## src/rtl/pipeline_hazard_ctrl.sv

```systemverilog
// Hazard and sequencing controller for the 5-stage SPARC pipeline: tracks in-flight
// destinations, generates load-use/icc stalls, delay-slot annul, PC select and forwarding.
module pipeline_hazard_ctrl #(
  parameter int CNT_W = 16
) (
  input  logic             clk,
  input  logic             reset,
  input  logic             ID_valid,
  input  logic [4:0]       ID_rs1,
  input  logic [4:0]       ID_rs2,
  input  logic [4:0]       ID_rd,
  input  logic             ID_rs1_used,
  input  logic             ID_rs2_used,
  input  logic             ID_rd_used,
  input  logic             ID_RF_enable,
  input  logic             ID_load,
  input  logic             ID_CC_enable,
  input  logic             ID_uses_cc,
  input  logic             ID_branch_taken,
  input  logic             ID_annul,
  output logic             PC_LE,
  output logic             nPC_LE,
  output logic             IF_ID_LE,
  output logic             PC_sel,
  output logic             CU_bubble,
  output logic             IF_ID_flush,
  output logic [1:0]       FWD_rs1,
  output logic [1:0]       FWD_rs2,
  output logic [1:0]       FWD_rd,
  output logic [CNT_W-1:0] stall_count,
  output logic [CNT_W-1:0] annul_count
);

  typedef enum logic [1:0] {ST_RUN, ST_STALL, ST_ANNUL} state_t;

  typedef struct packed {
    logic       valid;
    logic [4:0] rd;
    logic       rf_en;
    logic       load;
    logic       cc_en;
  } slot_t;

  localparam logic [1:0] SEL_RF  = 2'b00;
  localparam logic [1:0] SEL_EX  = 2'b01;
  localparam logic [1:0] SEL_MEM = 2'b10;
  localparam logic [1:0] SEL_WB  = 2'b11;

  state_t           r_state;
  slot_t            r_ex, r_mem, r_wb;
  logic [CNT_W-1:0] r_stall_count, r_annul_count;

  logic w_id_live, w_load_use, w_cc_haz, w_stall, w_issue, w_annul_issue;

  // %g0 is hardwired to zero, so a write to it never creates a dependency.
  function automatic logic slot_match(input slot_t s, input logic [4:0] src, input logic used);
    return s.valid && s.rf_en && (s.rd == src) && (src != 5'd0) && used;
  endfunction

  // A load still in EX has no data yet; its consumer stalls and later picks it up from MEM.
  function automatic logic [1:0] fwd_sel(input slot_t ex, input slot_t mem, input slot_t wb,
                                         input logic [4:0] src, input logic used);
    if (slot_match(ex, src, used) && !ex.load) return SEL_EX;
    else if (slot_match(mem, src, used))       return SEL_MEM;
    else if (slot_match(wb, src, used))        return SEL_WB;
    else                                       return SEL_RF;
  endfunction

  assign w_id_live  = ID_valid && (r_state != ST_ANNUL);
  assign w_load_use = w_id_live && r_ex.load &&
                      (slot_match(r_ex, ID_rs1, ID_rs1_used) ||
                       slot_match(r_ex, ID_rs2, ID_rs2_used) ||
                       slot_match(r_ex, ID_rd,  ID_rd_used));
  assign w_cc_haz      = w_id_live && ID_uses_cc && r_ex.valid && r_ex.cc_en;
  assign w_stall       = w_load_use || w_cc_haz;
  assign w_issue       = w_id_live && !w_stall;
  assign w_annul_issue = w_issue && ID_annul;

  always_comb begin
    // NOTE: every output gets a default before any branch so no latch can be inferred.
    PC_LE       = !w_stall;
    nPC_LE      = !w_stall;
    IF_ID_LE    = !w_stall;
    CU_bubble   = !w_issue;
    PC_sel      = w_issue && ID_branch_taken;
    IF_ID_flush = w_annul_issue;
    FWD_rs1     = SEL_RF;
    FWD_rs2     = SEL_RF;
    FWD_rd      = SEL_RF;
    if (w_id_live) begin
      FWD_rs1 = fwd_sel(r_ex, r_mem, r_wb, ID_rs1, ID_rs1_used);
      FWD_rs2 = fwd_sel(r_ex, r_mem, r_wb, ID_rs2, ID_rs2_used);
      FWD_rd  = fwd_sel(r_ex, r_mem, r_wb, ID_rd,  ID_rd_used);
    end
    if (reset) begin
      PC_LE       = 1'b1;
      nPC_LE      = 1'b1;
      IF_ID_LE    = 1'b1;
      CU_bubble   = 1'b1;
      PC_sel      = 1'b0;
      IF_ID_flush = 1'b0;
      FWD_rs1     = SEL_RF;
      FWD_rs2     = SEL_RF;
      FWD_rd      = SEL_RF;
    end
  end

  always_ff @(posedge clk) begin
    // NOTE: non-blocking assignments let WB<-MEM<-EX shift using pre-edge values.
    if (reset) begin
      r_state       <= ST_RUN;
      r_ex          <= '0;
      r_mem         <= '0;
      r_wb          <= '0;
      r_stall_count <= '0;
      r_annul_count <= '0;
    end else begin
      r_wb  <= r_mem;
      r_mem <= r_ex;
      r_ex  <= w_issue ? slot_t'{valid: 1'b1, rd: ID_rd, rf_en: ID_RF_enable,
                                 load: ID_load, cc_en: ID_CC_enable}
                       : slot_t'('0);
      if (w_stall)            r_state <= ST_STALL;
      else if (w_annul_issue) r_state <= ST_ANNUL;
      else                    r_state <= ST_RUN;
      if (w_stall && (r_stall_count != '1))       r_stall_count <= r_stall_count + 1'b1;
      if (w_annul_issue && (r_annul_count != '1)) r_annul_count <= r_annul_count + 1'b1;
    end
  end

  assign stall_count = r_stall_count;
  assign annul_count = r_annul_count;

endmodule

```

## config.mk

```make
export PLATFORM = sky130hd
export DESIGN_NAME = pipeline_hazard_ctrl
export DESIGN_NICKNAME = d
export VERILOG_FILES = /design/src/rtl/pipeline_hazard_ctrl.sv
export SDC_FILE = /design/constraint.sdc
export NUM_CORES = 1
export LEC_CHECK = 0
export CAP_MARGIN = 20
export CORE_UTILIZATION = 24
export CTS_CLUSTER_DIAMETER = 30
export DETAILED_ROUTE_END_ITERATION = 8
export PLACE_DENSITY_LB_ADDON = 0.08
export SLEW_MARGIN = 20
export SYNTH_ARGS = -nofsm -noshare
export SYNTH_HDL_FRONTEND = slang
export SYNTH_SLANG_ARGS = --single-unit
```

## constraint.sdc

```tcl
create_clock -name clk -period 3.97 [get_ports clk]
set_input_delay 0.794 -clock clk [delete_from_list [all_inputs] [get_ports clk]]
set_output_delay 0.794 -clock clk [all_outputs]
set_load 0.005 [all_outputs]
```

==> metrics.md <==
| Metric | Value |
|---|---|
| Final period util | `97.8%` |
| Vias in the first global route | `approximately 2800` |
| Crit Path Category | `in -> out` |
| Top delay family on crit path | `buffers and inverters` |
| CTS Hold Bufs | `0` |
| Slew Limit Fails | `0` |
| CP arrival | `roughly 3 ns` |
| Number of I/O port buffers | `70` |
| Pre-antenna DRT Iters | `4` |
| FF-to-FF setup slack | `around 1.4 ns` |
| Vias per cell | `approximately 4.7` |
| Register area | `~1100 µm²` |
| Share of cells above drive strength 1 | `~15%` |
| Lkg Pwr | `0.00163 µW` |
| CP peak stage delay | `~0.53 ns` |
| Main flop type after synthesis | `dfxtp_1` |
| Drt first-iter violations | `about 130` |
| DIE AREA | `13600 µm²` |
| Routed Antenna Nets | `0` |
| Max Clk Rate | `0.258 GHz` |
| Reg2reg start | `annul_count[0]$_SDFFE_PP0P_` |
| Reg2reg end | `annul_count[5]$_SDFFE_PP0P_` |
| WL final | `a little under 9000 µm` |
| HP Start | `r_mem[2]$_SDFF_PP0_` |
| Min-Delay Path Depth | `1` |
| Nets@finish | `between 400 and 500` |
| Top post-synthesis cells by count | `dfxtp_1, xnor2_1, a21oi_1, nor2b_1, or4_1` |
| Diode count | `0` |
| Critical path peak fanout | `4` |
| Post-synth top area cell | `dfxtp_1` |
| Clock Skews | `between 0.006 and 0.007 ns` |
| Crit path depth | `9` |
| Num rows | `approximately 40` |
| Max VDD drop | `~0.16 mV` |
| Seq cells post-synth | `57` |
| Starting Density | `24.8%` |
| CP Capture Type | `output pin` |
| CP startpoint kind | `primary input` |
| Layout fillers | `1355` |
| Final Hold Vio Count | `0` |
| CTS tree | `done` |
| Syn nets | `392` |
| Post-synthesis average cell area | `between 8 and 9 µm²` |
| Clk root buf | `clkbuf_16` |
| Fin crit period | `3.88 ns` |
| Hold Path Class | `reg -> reg` |
| Remaining Overflow, GRT | `0` |
| Max_cap viols | `0` |
| Synthesized area | `between 3000 and 4000 µm²` |
| PnR worst setup slack | `approximately 0.088 ns` |
| Worst slew margin | `34.1%` |
| CP Buf/Inv Count | `4` |
| Util after Layout | `a little over a third` |
| Via count | `2988` |
| Yosys top cell area share | `36.2%` |
| Num CTS Buffers | `9` |
| Die width | `~120 µm` |
| DRC viols | `0` |
| Distinct cell type count after synthesis | `between 40 and 50` |
| Worst slack, placed | `-0.0869 ns` |
| Synth async-reset ratio | `0%` |
| Chip height | `~120 µm` |
| Crit-path cells | `clkdlybuf4s50_1 -> buf_4 -> xnor2_2 -> nand4_1 -> or4_4 -> a31oi_4 -> o21ai_0 -> buf_4 -> clkdlybuf4s50_1` |
| Clk Latency, worst-skew pair | `roughly 0.32 ns` |
| Post-Syn Instances | `about 360` |
| Gpl congestion | `0.790` |
| Top Ports | `between 70 and 80` |
| Routed WL per cell | `around 14 µm` |
| H-Tree Depth | `3` |
| Initial antenna violation count | `0` |
| CTS Sinks | `57` |
| Clock buffer depth | `2` |
| Synth area leaders | `dfxtp_1, xnor2_1, or4_1` |
| Seq/Total Area, Yosys | `between 30% and 40%` |
| R2R cell count | `6` |
| Least-Margin Pin Slew | `roughly 1 ns` |
| Core area | `12700 µm²` |
| Largest net degree at the start of global routing | `51` |
| Placed Area | `between 4000 and 5000 µm²` |
| RSZ-0062 raised after global routing | `no` |
| Multi-input gate area | `about 1900 µm²` |
| Final Setup Violations | `0` |
| Pwr Density | `approximately 330 nW/µm²` |
| Crit-path slowest cell | `or4_4` |
| Layout area overhead | `44.5%` |
| First-pass GRT wire length | `between 10000 and 15000 µm` |
| Yosys warning count | `0` |
| Hold worst-path end | `r_wb[2]$_SDFF_PP0_` |
| Critical Path RT | `roughly 3.2 ns` |
| Post-synth EDFFs | `0` |
| Gr usage total | `about 14%` |
| Most frequent cell after synthesis | `dfxtp_1` |
| HPWL Detailed | `~6600 µm` |
| Status | `complete, no violations` |
| Clock transition at the registers of the reported paths | `0.05 ns` |
| Post-route cell area | `between 4000 and 5000 µm²` |
routing by layer:
layer	vias to the layer above	global-route usage, %	wire [µm]
met2	80	22.3	4070
met3	6	3.74	450
met5	-	0	0
met1	1362	18.6	4280
met4	0	4.98	102
li1	1540	-	-
per-stage QoR:
step                      total power, µW  hold slack (ns)  std cells   TNS, ns
after floorplan                       661            0.438        363         0
after global placement                736            0.452        617    -0.258
after detailed placement              736            0.451        617    -0.363
after CTS                            1510            0.458        632  -0.00486
after global routing                 1560            0.472        633         0
final                                1480            0.454        633         0
area by class of cell:
| type | instances | share of cell area (%) |
|---|---|---|
| Inverter | 6 | 0.494 |
| Tap cell | 172 | 4.72 |
| Sequential cell | 57 | 25.0 |
| Clock inverter | 4 | 0.988 |
| Timing Repair Buffer | 102 | 20.8 |
| Multi-Input combinational cell | 282 | 42.8 |
| Clock buffer | 10 | 5.24 |
kinds of logic after synthesis:
family	count (synthesis)	share of synthesized area, %
xor gates and xnor gates	45	12.5
muxes	7	2.50
buffers and inverters	24	3.49
AOI/OAI and AO/OA	62	13.4
and+or+nand+nor	166	31.1
DFF	57	36.2
adders and majority gates	2	0.793
how the worst max path moves through the flow:
stage	from	end	slack, ns
floorplan	ID_rd[0]	PC_LE	0.56
global placement	ID_rs2[0]	IF_ID_flush	-0.06
detailed placement	ID_rs2[0]	IF_ID_flush	-0.09
CTS	ID_rs1[2]	FWD_rs1[1]	-0.005
global route	ID_rs2[2]	FWD_rs2[1]	0.01
finish	ID_rs1[0]	PC_LE	0.09
what timing repair did:
action | CTS | global route
endpoints found under the setup margin | 9 | 8
resized for setup | 11 | 10
buffers inserted | 2 | 1
pin swaps | 5 | 2
hold endpoints to repair | 0 | 0
gates cloned | 0 | 0
power breakdown:
part           internal (µW)  leakage [µW]  total [µW]  switching (µW)
clock network            492      0.000144         759             267
logic                   73.9       0.00102         132            58.4
registers                582      0.000462         592            10.9
total                   1150       0.00163        1480             336
state kept, by name, summed over array words and instances (netlist names):
register	count
annul_count	16
stall_count	16
r_ex	9
r_mem	7
r_wb	7
r_state	2
cell usage in the layout (no fill, tap or decap), types with 4 or more instances in the layout:
master,instances
nor2b_1,22
inv_1,6
and3_1,6
dfxtp_1,57
nor4_1,9
clkbuf_16,9
a21oi_1,23
or4_1,21
dlygate4sd2_1,6
nand4_1,14
o21ai_0,5
nand3_1,19
xor2_1,9
or4_4,4
mux2_2,4
xnor2_1,34
clkdlybuf4s50_1,59
nor2_1,17
buf_4,32
o31ai_1,16
dlymetal6s2s_1,5
and2_1,13
nand2_1,18
Note: power is estimated with default switching activity, not from simulation.
==> edit 1, RTL diff (same flow settings) <==
Re-encode `state_t` (3 states) as one-hot, 3 bits wide.
--- a/src/rtl/pipeline_hazard_ctrl.sv
+++ b/src/rtl/pipeline_hazard_ctrl.sv
@@ -31,7 +31,7 @@
   output logic [CNT_W-1:0] annul_count
 );
 
-  typedef enum logic [1:0] {ST_RUN, ST_STALL, ST_ANNUL} state_t;
+  typedef enum logic [2:0] {ST_RUN = 3'b001, ST_STALL = 3'b010, ST_ANNUL = 3'b100} state_t;
 
   typedef struct packed {
     logic       valid;
Formal check against the unedited RTL: same outputs for any inputs over 10 cycles, from zero or initial values and one cycle with reset high; not proved beyond that.
==> edit 1 against the unedited design <==
- power down 2.9%
- worst setup slack worse by 0.049 ns
- synthesized area down 4.4%
- wire length down 3.8%
- via count down 7.9%
- design area down 2.9%
- sequential cell count up 1
- utilization up 0.73 points
- first-iteration DRC count down 6.8%
- largest power group unchanged
==> edit 1: results (changes against the unedited design) <==
Outcome
  • Status: finished, final reports clean (unchanged)

Finish
  • FILL cells: 1270 (was 1355)
  • Post-route non-filler standard cell count: 621 (was 633)
  • Share of final-layout standard cells stronger than drive strength 1: 15.0% (was 15.2%)
  • Nets@finish: 478 (was 487)
  • Antenna cells: 0 (unchanged)

Setup path
  • Data arrival, critical path: 3.14 ns (was 3.09 ns)
  • Critical Path Fanout Max: 5 (was 4)
  • Highest cell delay on the worst timing path: 0.55 ns (was 0.53 ns)

Detailed routing
  • Violation count after the first detailed-routing iteration: 123 (was 132)
  • Total number of vias: 2751 (was 2988)
  • Antenna viol nets, final: 0 (unchanged)
  • Overall routed net length: 8560 um (was 8900 um)

Logic synthesis
  • Compound-gate portion of the synthesized area: 8.59% (was 13.4%)
  • Area share of fa/ha/maj cells after synthesis: 0.830% (was 0.793%)
  • Cells taking the most area after synthesis: sky130_fd_sc_hd__dfxtp_1 39%, sky130_fd_sc_hd__xnor2_1 15%, sky130_fd_sc_hd__nand4_1 3.7%, sky130_fd_sc_hd__nor2_1 3.6%, sky130_fd_sc_hd__xor2_1 3.2% (was sky130_fd_sc_hd__dfxtp_1 36%, sky130_fd_sc_hd__xnor2_1 10%, sky130_fd_sc_hd__or4_1 5.2%, sky130_fd_sc_hd__nor2b_1 4.4%, sky130_fd_sc_hd__o31ai_1 3.8%)
  • Synth cell count leaders: 58 x sky130_fd_sc_hd__dfxtp_1, 51 x sky130_fd_sc_hd__xnor2_1, 29 x sky130_fd_sc_hd__nor2_1 (was 57 x sky130_fd_sc_hd__dfxtp_1, 36 x sky130_fd_sc_hd__xnor2_1, 23 x sky130_fd_sc_hd__a21oi_1)
  • Post-synthesis sequential area ratio: 38.5% (was 36.2%)
  • Net Count, Synth: 376 (was 392)
  • XOR/XNOR share of the synthesized area: 18.0% (was 12.5%)
  • Count of cell types in the netlist: 39 (was 49)
  • Multiplexer area fraction after synthesis: 0.332% (was 2.50%)
  • Warnings from Yosys: 0 (unchanged)
  • Gate count after technology mapping: 347 (was 363)

GRT
  • Via count of the first global-routing pass: 2712 (was 2801)
  • Maximum number of pins on one net before global-route repair: 49 (was 51)
  • Global-route usage over all layers: 14.2% (was 14.1%)
  • First-pass GRT wire length: 14000 um (was 14500 um)

Clocking
  • Total of cells resized after clock tree synthesis: 18 (was 11)

Placement
  • Placer Congestion: 0.821 (was 0.790)
  • HPWL Detailed: 6510 um (was 6650 um)
  • Port-buffer cells: 70 (unchanged)
  • Number of placed cells counting well taps: 604 (was 617)
  • Setup Slack @ Placement: -0.262 ns (was -0.0869 ns)

Timing
  • Setup skew after layout: 0.00492 ns (was 0.00662 ns)
  • Worst slew slack as a fraction of its limit: 56.3% (was 34.1%)

Power and ir drop
  • Leakage power summed over all cells: 1.53 nW (was 1.63 nW)
  • Max VDD drop: 0.000185 V (was 0.000161 V)
  • Net Sw Frac: 22.4% (was 22.7%)
-- edit 1: layout make-up --
cell class                      instances  area share (%)
Multi-Input combinational cell        271            40.9
Inverter                                5           0.424
Sequential cell                        58            26.2
Tap cell                              168            4.75
Timing Repair Buffer                  104            21.6
Clock inverter                          3           0.339
Clock buffer                           12            5.79
-- edit 1: per-stage QoR --
step | area, um2 | setup TNS, ns | total power (W)
after floorplan | 3020 | 0 | 0.000669
after global placement | 4090 | -0.953 | 0.000746
after detailed placement | 4090 | -1.25 | 0.000747
after CTS | 4400 | 0 | 0.00147
after global routing | 4430 | -0.0968 | 0.00151
final | 4430 | 0 | 0.00144
-- edit 1: path summary, 6_finish.rpt --
| path | startpoint | end | slack [ns] | depth (start not counted) |
|---|---|---|---|---|
| worst max-delay path | ID_rs2[1] | PC_sel | 0.04 | 9 |
| worst min-delay path | r_mem[2] | r_wb[2] | 0.46 | 1 |
| worst max register to register | r_ex[7] | stall_count[10] | 1.57 | 9 |
| worst min register to register | r_mem[2] | r_wb[2] | 0.46 | 1 |
-- edit 1: routing by layer --
metal	global-route usage (%)	up-vias	routed length, um
met3	3.97	10	284
met4	4.94	0	139
met1	18.0	1280	4050
li1	-	1415	-
met2	23.0	46	4080
met5	0	-	0
-- edit 1: power by group through the flow --
| stage | Combinational, W | Sequential (W) | Clock [W] |
|---|---|---|---|
| after detailed placement | 0.000130 | 0.000617 | 0 |
| after floorplan | 0.0000564 | 0.000613 | 0 |
| after global routing | 0.000144 | 0.000606 | 0.000759 |
| after CTS | 0.000133 | 0.000605 | 0.000731 |
| final | 0.000132 | 0.000605 | 0.000703 |
| after global placement | 0.000129 | 0.000617 | 0 |
==> edit 2, RTL diff (same flow settings) <==
Without the edit above. Change the parameter `CNT_W` from 16 to 12.
--- a/src/rtl/pipeline_hazard_ctrl.sv
+++ b/src/rtl/pipeline_hazard_ctrl.sv
@@ -1,7 +1,7 @@
 // Hazard and sequencing controller for the 5-stage SPARC pipeline: tracks in-flight
 // destinations, generates load-use/icc stalls, delay-slot annul, PC select and forwarding.
 module pipeline_hazard_ctrl #(
-  parameter int CNT_W = 16
+  parameter int CNT_W = 12
 ) (
   input  logic             clk,
   input  logic             reset,
Interface: changed (resized annul_count and stall_count); port bits go from 71 to 63. No check against the original RTL was run, so the function may have changed too.
==> edit 2 against the unedited design <==
- wire length fell by 18%
- largest cell class unchanged
- worst setup slack improved by 0.060 ns
- synthesized area is 14% lower
- power is 36% lower
- count of clock-buffer cells in the layout shrank 4
- largest power group is now registers
- combinational power fell by 4%
- sequential cell count decreased by 8
- design area decreased by 17%
==> edit 2: results (changes against the unedited design) <==
Detailed routing
  • Total number of vias: 2406 (was 2988)
  • Violation count after the first detailed-routing iteration: 61 (was 132)

Logic synthesis
  • Synth cell count leaders: 49 x sky130_fd_sc_hd__dfxtp_1, 36 x sky130_fd_sc_hd__xnor2_1, 23 x sky130_fd_sc_hd__nor2b_1 (was 57 x sky130_fd_sc_hd__dfxtp_1, 36 x sky130_fd_sc_hd__xnor2_1, 23 x sky130_fd_sc_hd__a21oi_1)
  • Synthesized area divided by synthesized cell count: 8.86 um2 (was 8.69 um2)
  • Count of cell types in the netlist: 38 (was 49)
  • Post-synthesis sequential area ratio: 36.3% (was 36.2%)

Placement
  • HPWL Detailed: 5710 um (was 6650 um)
  • Number of placed cells counting well taps: 521 (was 617)
  • Port-buffer cells: 62 (was 70)
  • Placer Congestion: 0.795 (was 0.790)

Clocking
  • Source-to-sink clock delay at the later pin of the worst-skew pair: 0.30 ns (was 0.32 ns)
  • H-Tree Level Count: 2 (was 3)
  • Num CTS Buffers: 5 (was 9)
  • Clock Root Buffer: sky130_fd_sc_hd__clkbuf_8 (was sky130_fd_sc_hd__clkbuf_16)
  • Clock-pin slew reported for the worst setup and hold paths after clock tree synthesis: 0.09 ns (was 0.05 ns)

GRT
  • Met2 usage in global routing: 22.3% (about the same)
  • Met3 demand-to-capacity share in global routing: 2.59% (was 3.74%)
  • First-pass GRT wire length: 12000 um (was 14500 um)
  • Via count of the first global-routing pass: 2346 (was 2801)
  • Met1 global-route usage: 17.5% (was 18.6%)
  • Global-route usage over all layers: 13.3% (was 14.1%)

Finish
  • Post-route non-filler standard cell count: 530 (was 633)
  • Nets@finish: 418 (was 487)

Outcome
  • Status: finished, final reports clean (unchanged)

Setup path
  • Worst reg2reg startpoint: r_ex[6] (was annul_count[0])
  • FF-to-FF path depth: 7 (was 6)
  • Data arrival, critical path: 3.03 ns (was 3.09 ns)

Timing
  • Setup skew after layout: 0.00997 ns (was 0.00662 ns)

Power and ir drop
  • Leakage power summed over all cells: 1.34 nW (was 1.63 nW)
  • Max VDD drop: 0.000146 V (was 0.000161 V)
## edit 2: kinds of logic (layout without fill, tap and decap cells)
family          after synthesis  after routing  synth area share (%)
simple gates                142            142                  31.3
flops                        49             49                  36.3
xor+xnor                     45             45                  14.6
compound gates               42             42                  10.0
buf+inv                      17            102                  3.52
mux                           8              8                  3.34
fa+ha+maj                     2              2                 0.926
## edit 2: cell type report
cell class | count | area [um2]
Sequential cell | 49 | 981
Fill cell | 1176 | 7110
Tap cell | 140 | 175
Multi-Input combinational cell | 239 | 1660
Clock inverter | 2 | 13.8
Clock buffer | 6 | 82.6
Inverter | 2 | 7.51
Timing Repair Buffer | 92 | 852
## edit 2: how the worst max path moves through the flow
stage	from	endpoint	cells after the start	slack, ns
final	ID_rs1[0]	PC_sel	10	0.15
after global routing	ID_rs2[0]	FWD_rs2[0]	10	0.02
after CTS	ID_rs1[0]	CU_bubble	10	0.002
after detailed placement	ID_rs1[3]	IF_ID_flush	9	-0.20
after global placement	ID_rs1[3]	PC_sel	9	-0.15
after floorplan	ID_rd[0]	PC_LE	9	0.63
## edit 2: where the power goes
| group | internal, W | switching [W] | total [W] |
|---|---|---|---|
| clock network | 0.000142 | 0.000170 | 0.000312 |
| logic | 0.0000731 | 0.0000543 | 0.000127 |
| registers | 0.000500 | 0.0000113 | 0.000511 |
| total | 0.000715 | 0.000236 | 0.000950 |
## edit 2: through the flow
step	hold slack, ns	worst slack [ns]	cell area (um2)	total power, W	TNS, ns
after detailed placement	0.455	-0.204	3630	0.000650	-0.617
after CTS	0.471	0.00185	3740	0.000972	0
after floorplan	0.438	0.631	2700	0.000576	0
after global placement	0.450	-0.154	3630	0.000651	-0.606
final	0.464	0.148	3780	0.000950	0
after global routing	0.485	0.0170	3780	0.00101	0
## edit 2: routing by layer
layer / share of wire, % / wire length (um)
met5: 0 / 0
met1: 47 / 3440
met3: 3.5 / 255
met4: 1.0 / 75
met2: 48 / 3500
## edit 2: what timing repair did
action / in CTS / in global routing
resized for setup: 10 / 11
setup endpoints to repair: 9 / 6
pin swaps: 2 / 3
setup buffers: 1 / 0
## edit 2: worst reg2reg max path, cell delays in order (launching register included)
cell	delay [ns]
sky130_fd_sc_hd__dfxtp_1	0.51
sky130_fd_sc_hd__xnor2_1	0.16
sky130_fd_sc_hd__nand4_1	0.12
sky130_fd_sc_hd__or4_4	0.52
sky130_fd_sc_hd__buf_4	0.16
sky130_fd_sc_hd__and4_4	0.24
sky130_fd_sc_hd__nor4_1	0.31
sky130_fd_sc_hd__mux2_2	0.37
